**src/rtl/adder_bist.sv**
```systemverilog
// Built-in self-test for the adder path: sweeps every {cin, b, a} vector, checks sum/cout
// against a golden sum and reports error count, first failing vector and verdict.
// Optional ADDER_BIST_INJECT_EN adds an inject_err input that corrupts the golden sum.
module adder_bist #(
   parameter int unsigned WIDTH    = 4,
   parameter int unsigned RESP_LAT = 0
) (
   input  logic               clk,
   input  logic               rst_n,
   input  logic               start,
`ifdef ADDER_BIST_INJECT_EN
   input  logic               inject_err,
`endif
   output logic [WIDTH-1:0]   dut_a,
   output logic [WIDTH-1:0]   dut_b,
   output logic               dut_cin,
   input  logic [WIDTH-1:0]   dut_sum,
   input  logic               dut_cout,
   output logic               busy,
   output logic               done,
   output logic               pass,
   output logic [15:0]        err_count,
   output logic [2*WIDTH:0]   first_fail_vec
);

   localparam int unsigned VEC_W  = 2*WIDTH + 1;
   localparam int unsigned SUM_W  = WIDTH + 1;
   localparam int unsigned WAIT_W = 3;

   typedef enum logic [1:0] {
      IDLE = 2'd0,
      RUN  = 2'd1,
      DONE = 2'd2
   } state_t;

   state_t            state;
   logic [VEC_W-1:0]  vec_q;
   logic [WAIT_W-1:0] wait_q;

   logic [SUM_W-1:0]  golden_c;
   logic [SUM_W-1:0]  resp_c;
   logic              mismatch_c;
   logic              check_c;
   logic              last_c;
   logic [15:0]       err_next_c;

   // Vector index is held in a flop and fanned straight out; it is zero outside RUN.
   assign dut_a   = vec_q[WIDTH-1:0];
   assign dut_b   = vec_q[2*WIDTH-1:WIDTH];
   assign dut_cin = vec_q[2*WIDTH];

   // Golden sum at full WIDTH+1 precision, optionally corrupted to self-test the checker.
   always_comb begin
      golden_c = SUM_W'(vec_q[WIDTH-1:0]) + SUM_W'(vec_q[2*WIDTH-1:WIDTH])
               + SUM_W'(vec_q[2*WIDTH]);
`ifdef ADDER_BIST_INJECT_EN
      golden_c[0] = golden_c[0] ^ inject_err;
`endif
   end

   assign resp_c     = {dut_cout, dut_sum};
   assign mismatch_c = (resp_c != golden_c);
   assign check_c    = (state == RUN) && (wait_q == WAIT_W'(RESP_LAT));
   assign last_c     = &vec_q;
   assign err_next_c = (mismatch_c && (err_count != 16'hFFFF)) ? err_count + 16'd1 : err_count;

   // Sequencer: sweep vectors, register the check on the last cycle of each vector.
   always_ff @(posedge clk or negedge rst_n) begin
      if (!rst_n) begin
         state          <= IDLE;
         vec_q          <= '0;
         wait_q         <= '0;
         busy           <= 1'b0;
         done           <= 1'b0;
         pass           <= 1'b0;
         err_count      <= '0;
         first_fail_vec <= '0;
      end else begin
         case (state)
            IDLE, DONE: begin
               if (start) begin
                  state          <= RUN;
                  vec_q          <= '0;
                  wait_q         <= '0;
                  busy           <= 1'b1;
                  done           <= 1'b0;
                  pass           <= 1'b0;
                  err_count      <= '0;
                  first_fail_vec <= '0;
               end
            end
            RUN: begin
               if (check_c) begin
                  err_count <= err_next_c;
                  if (mismatch_c && (err_count == 16'd0)) begin
                     first_fail_vec <= vec_q;
                  end
                  wait_q <= '0;
                  if (last_c) begin
                     state <= DONE;
                     vec_q <= '0;
                     busy  <= 1'b0;
                     done  <= 1'b1;
                     pass  <= (err_next_c == 16'd0);
                  end else begin
                     vec_q <= vec_q + VEC_W'(1);
                  end
               end else begin
                  wait_q <= wait_q + WAIT_W'(1);
               end
            end
            default: state <= IDLE;
         endcase
      end
   end

endmodule

```
**config.mk**
```make
export PLATFORM = sky130hd
export DESIGN_NAME = adder_bist
export DESIGN_NICKNAME = d
export VERILOG_FILES = /design/src/rtl/adder_bist.sv
export SDC_FILE = /design/constraint.sdc
export NUM_CORES = 1
export LEC_CHECK = 0
export CELL_PAD_IN_SITES_DETAIL_PLACEMENT = 0
export CELL_PAD_IN_SITES_GLOBAL_PLACEMENT = 1
export CORE_MARGIN = 2
export CORE_UTILIZATION = 30
export CTS_CLUSTER_SIZE = 20
export DETAILED_ROUTE_END_ITERATION = 7
export GPL_TIMING_DRIVEN = 0
export PLACE_DENSITY_LB_ADDON = 0.1
export REMOVE_ABC_BUFFERS = 1
export SLEW_MARGIN = 15
export SYNTH_ARGS = -nofsm -noshare
export SYNTH_HDL_FRONTEND = slang
export SYNTH_SLANG_ARGS = --single-unit
```
**constraint.sdc**
```tcl
create_clock -name clk -period 8.7 [get_ports clk]
set_input_delay 2.61 -clock clk [delete_from_list [all_inputs] [get_ports clk]]
set_output_delay 2.61 -clock clk [all_outputs]
set_load 0.03 [all_outputs]
```
==> metrics, run 1 <==
core region area=8763 µm²; final setup fails=0; Via density=5.262; vias in the first global route=2437; TritonCTS clock tree=done; Seq/Total Area, Yosys=0.3864; IO Count=45; Util after Layout=0.3806; crit path max fanout=9; max cap viols=0; max incr delay on CP=840 ps; Post-Syn Instances=324; Fin. Hold Viols=0; H-Tree Depth=2; worst skew pair latency=300 ps; share of post-route cells with drive strength above 1=0.04709; clock sink count=42; Reg clk slew, reported paths=90 ps; outcome=complete, no violations; Pre-antenna DRT Iters=4; Synthesis Warnings=0; Hold WC Path Type=register to register; Die W=99.22 µm; worst slew pin tran=1067 ps; Placed Cells=461; pre-CTS setup slack=2963 ps; Crit Path Class=input pin to register; CP cell instances=clkdlybuf4s50_1, xor2_1, nand2_1, or4_1, nor2_1, nor3_1, o21ai_1, mux2i_1; area taken by multi-input logic gates=1514 µm²; Worst Path Required=8920 ps; CP max stage cell=o21ai_1; GPL Wtd Cong=0.8797; EDFF count, synth=0; worst-case clock buffer depth=2; Setup WS post-layout=3290 ps; total gr overflow=0; CTS root buf=clkbuf_8; worst hold slack=487.7 ps; area grow syn2layout=22.63%; post-route insts no fill=469; RSZ-0062 raised after global routing=false; Max VDD drop=0.08903 mV; via count=2468; Post-synth ARST share=1.000; Rel. slew slack=0.2842; LEAKAGE=1.394 nW; Final min period=5410 ps; row cnt=34; CP arrival=5630 ps; Post-CTS Hold Buffers=0; DR WL/cell=17.03 µm; Routed WL=7.985 mm; number of buffers created by CTS=5; Setup TNS Final=0 ps; DR DRC count=0; Syn Area/Cell=8.395 µm²; FF/Latch Area=1051 µm²; Detail Placement HPWL=5.802 mm; GRT Util Overall=0.1687; fmax=184.9 MHz; Post-Route Skew=9.406 ps; period utilization=0.6218; initial antenna violation count=0; flops & latches, synth=42; fillers=910; die extent in y=99.22 µm; first-pass GRT wire length=13.28 mm; Resized cells post-CTS=0; mapped cell area=2720 µm²; initial core utilization=0.3104; count of cell types in the netlist=51; Crit. End Element=register; pwr/cell area=251.0 nW/µm²; antenna diode count=0; area of the die=9845 µm²; post-CTS setup repair buffer count=0; startpoint types=input pin; dominant synthesized flop cell=dfrtp_1; pins over their slew limit=0; IO buf count=44; largest net degree at the start of global routing=23; post-route ant nets=0; Nets=379; Starting DRT DRC Count=68
## final cells by class
cell class | instances | share of cell area
Tap cell | 108 | 0.04051
Sequential cell | 42 | 0.3151
Inverter | 22 | 0.02476
Timing Repair Buffer | 45 | 0.1388
Clock inverter | 3 | 0.006377
Multi-Input combinational cell | 244 | 0.4539
Clock buffer | 5 | 0.02063
## power by group
group	leakage, nW	total, W	internal [W]	switching (W)
logic	0.789	0.000417	0.000162	0.000255
registers	0.561	0.000285	0.000233	0.0000521
clock network	0.0441	0.000135	0.0000566	0.0000784
## cell usage after synthesis, types with 3 or more instances
library cell | instances | area share
nand2_1 | 44 | 0.061
dfrtp_1 | 42 | 0.39
nor2_1 | 24 | 0.033
inv_1 | 22 | 0.030
o21ai_0 | 22 | 0.040
a21oi_1 | 18 | 0.033
nand3_1 | 17 | 0.031
mux2i_1 | 13 | 0.048
clkbuf_1 | 10 | 0.014
nor3_1 | 10 | 0.018
ha_1 | 9 | 0.041
xnor2_1 | 8 | 0.026
a31oi_1 | 7 | 0.016
and3_1 | 7 | 0.016
nand4_1 | 6 | 0.014
nor4_1 | 5 | 0.011
o31ai_1 | 5 | 0.014
xor2_1 | 5 | 0.016
buf_2 | 4 | 0.0074
or3_1 | 4 | 0.0092
nand2b_1 | 3 | 0.0069
nor2b_1 | 3 | 0.0069
or4_1 | 3 | 0.0083
## cells in the final DEF (no fill, tap or decap), drive strengths merged, types with 2 or more instances in the layout
cell type and instances:
o21ai 25, mux2i 13, nor2 24, buf 2, mux2 2, a31oi 7, nand2 44, fa 2
or3 4, or4 3, nor3 10, and2 2, o31ai 5, xor2 5, and3 7, inv 22
nor4 6, xnor2 8, nor2b 3, nand3 18, a21oi 18, nand2b 3, nand4 6, clkdlybuf4s50 43
clkbuf 5, ha 9, or2 3, dfrtp 42, clkinv 2
## worst max-delay path: cells and delay by family
| family | cells | cell delay [ps] |
|---|---|---|
| multiplexers | 1 | 270 |
| buffers and inverters | 1 | 470 |
| XOR/XNOR | 1 | 150 |
| AO/OA/AOI/OAI | 1 | 840 |
| AND/OR/NAND/NOR | 4 | 1280 |
## path summary, 6_finish.rpt
kind	from	to	slack [ps]	depth (start not counted)
setup / recovery	dut_sum[0]	first_fail_vec[4]	3290	8
hold / removal	wait_q[2]	wait_q[2]	490	1
setup reg to reg	vec_q[0]	first_fail_vec[4]	4520	11
hold reg to reg	wait_q[2]	wait_q[2]	490	1
max in group asynchronous	rst_n	err_count[9]	5890	2
min in group asynchronous	rst_n	vec_q[1]	2300	1
## per-layer routing
metal | vias to the layer above | global-route usage | part of all wire
met1 | 1186 | 0.2255 | 0.47
met5 | - | 0 | 0
met2 | 53 | 0.2890 | 0.48
met4 | 0 | 0.04215 | 0.015
met3 | 11 | 0.02249 | 0.032
li1 | 1218 | - | -
## sequential cells by signal (all words and copies together) (netlist names)
register and cells:
vec_q 9, pass 1, err_count 16, state 2, done 1, wait_q 3
first_fail_vec 9, busy 1
## stage by stage
| stage | power, W | instance area, µm² |
|---|---|---|
| 6_report | 0.0008374 | 3336 |
| 5_1_grt | 0.0009063 | 3336 |
| 4_1_cts | 0.0008512 | 3336 |
| 3_5_place_dp | 0.0007116 | 3246 |
| 3_3_place_gp | 0.0007096 | 3223 |
| 2_1_floorplan | 0.0005535 | 2648 |
## cell families after synthesis
kind of cell / after synthesis / synth area share
AO/OA/AOI/OAI: 71 / 0.1624
flip-flops: 42 / 0.3864
XOR/XNOR: 13 / 0.04186
AND/OR/NAND/NOR: 134 / 0.2387
buffers and inverters: 38 / 0.05704
multiplexers: 15 / 0.05749
adder cells (fa/ha/maj): 11 / 0.05612
Power figures use the tool's default switching activity.
==> inputs of run 2 (changes only) <==
- clock period: 8.7 -> 5.15 ns (I/O delays scaled with it)
==> results of run 2 <==
The final DEF is identical to that of run 1. Status: complete, no violations.
Among the figures that moved: setup slack after placement 2963 ps -> 478.5 ps; setup slack after layout 3290 ps -> 805.2 ps; register-to-register setup slack 4520 ps -> 970 ps; total power 0.0008374 W -> 0.001415 W; worst IR drop on VDD 0.08903 mV -> 0.1504 mV
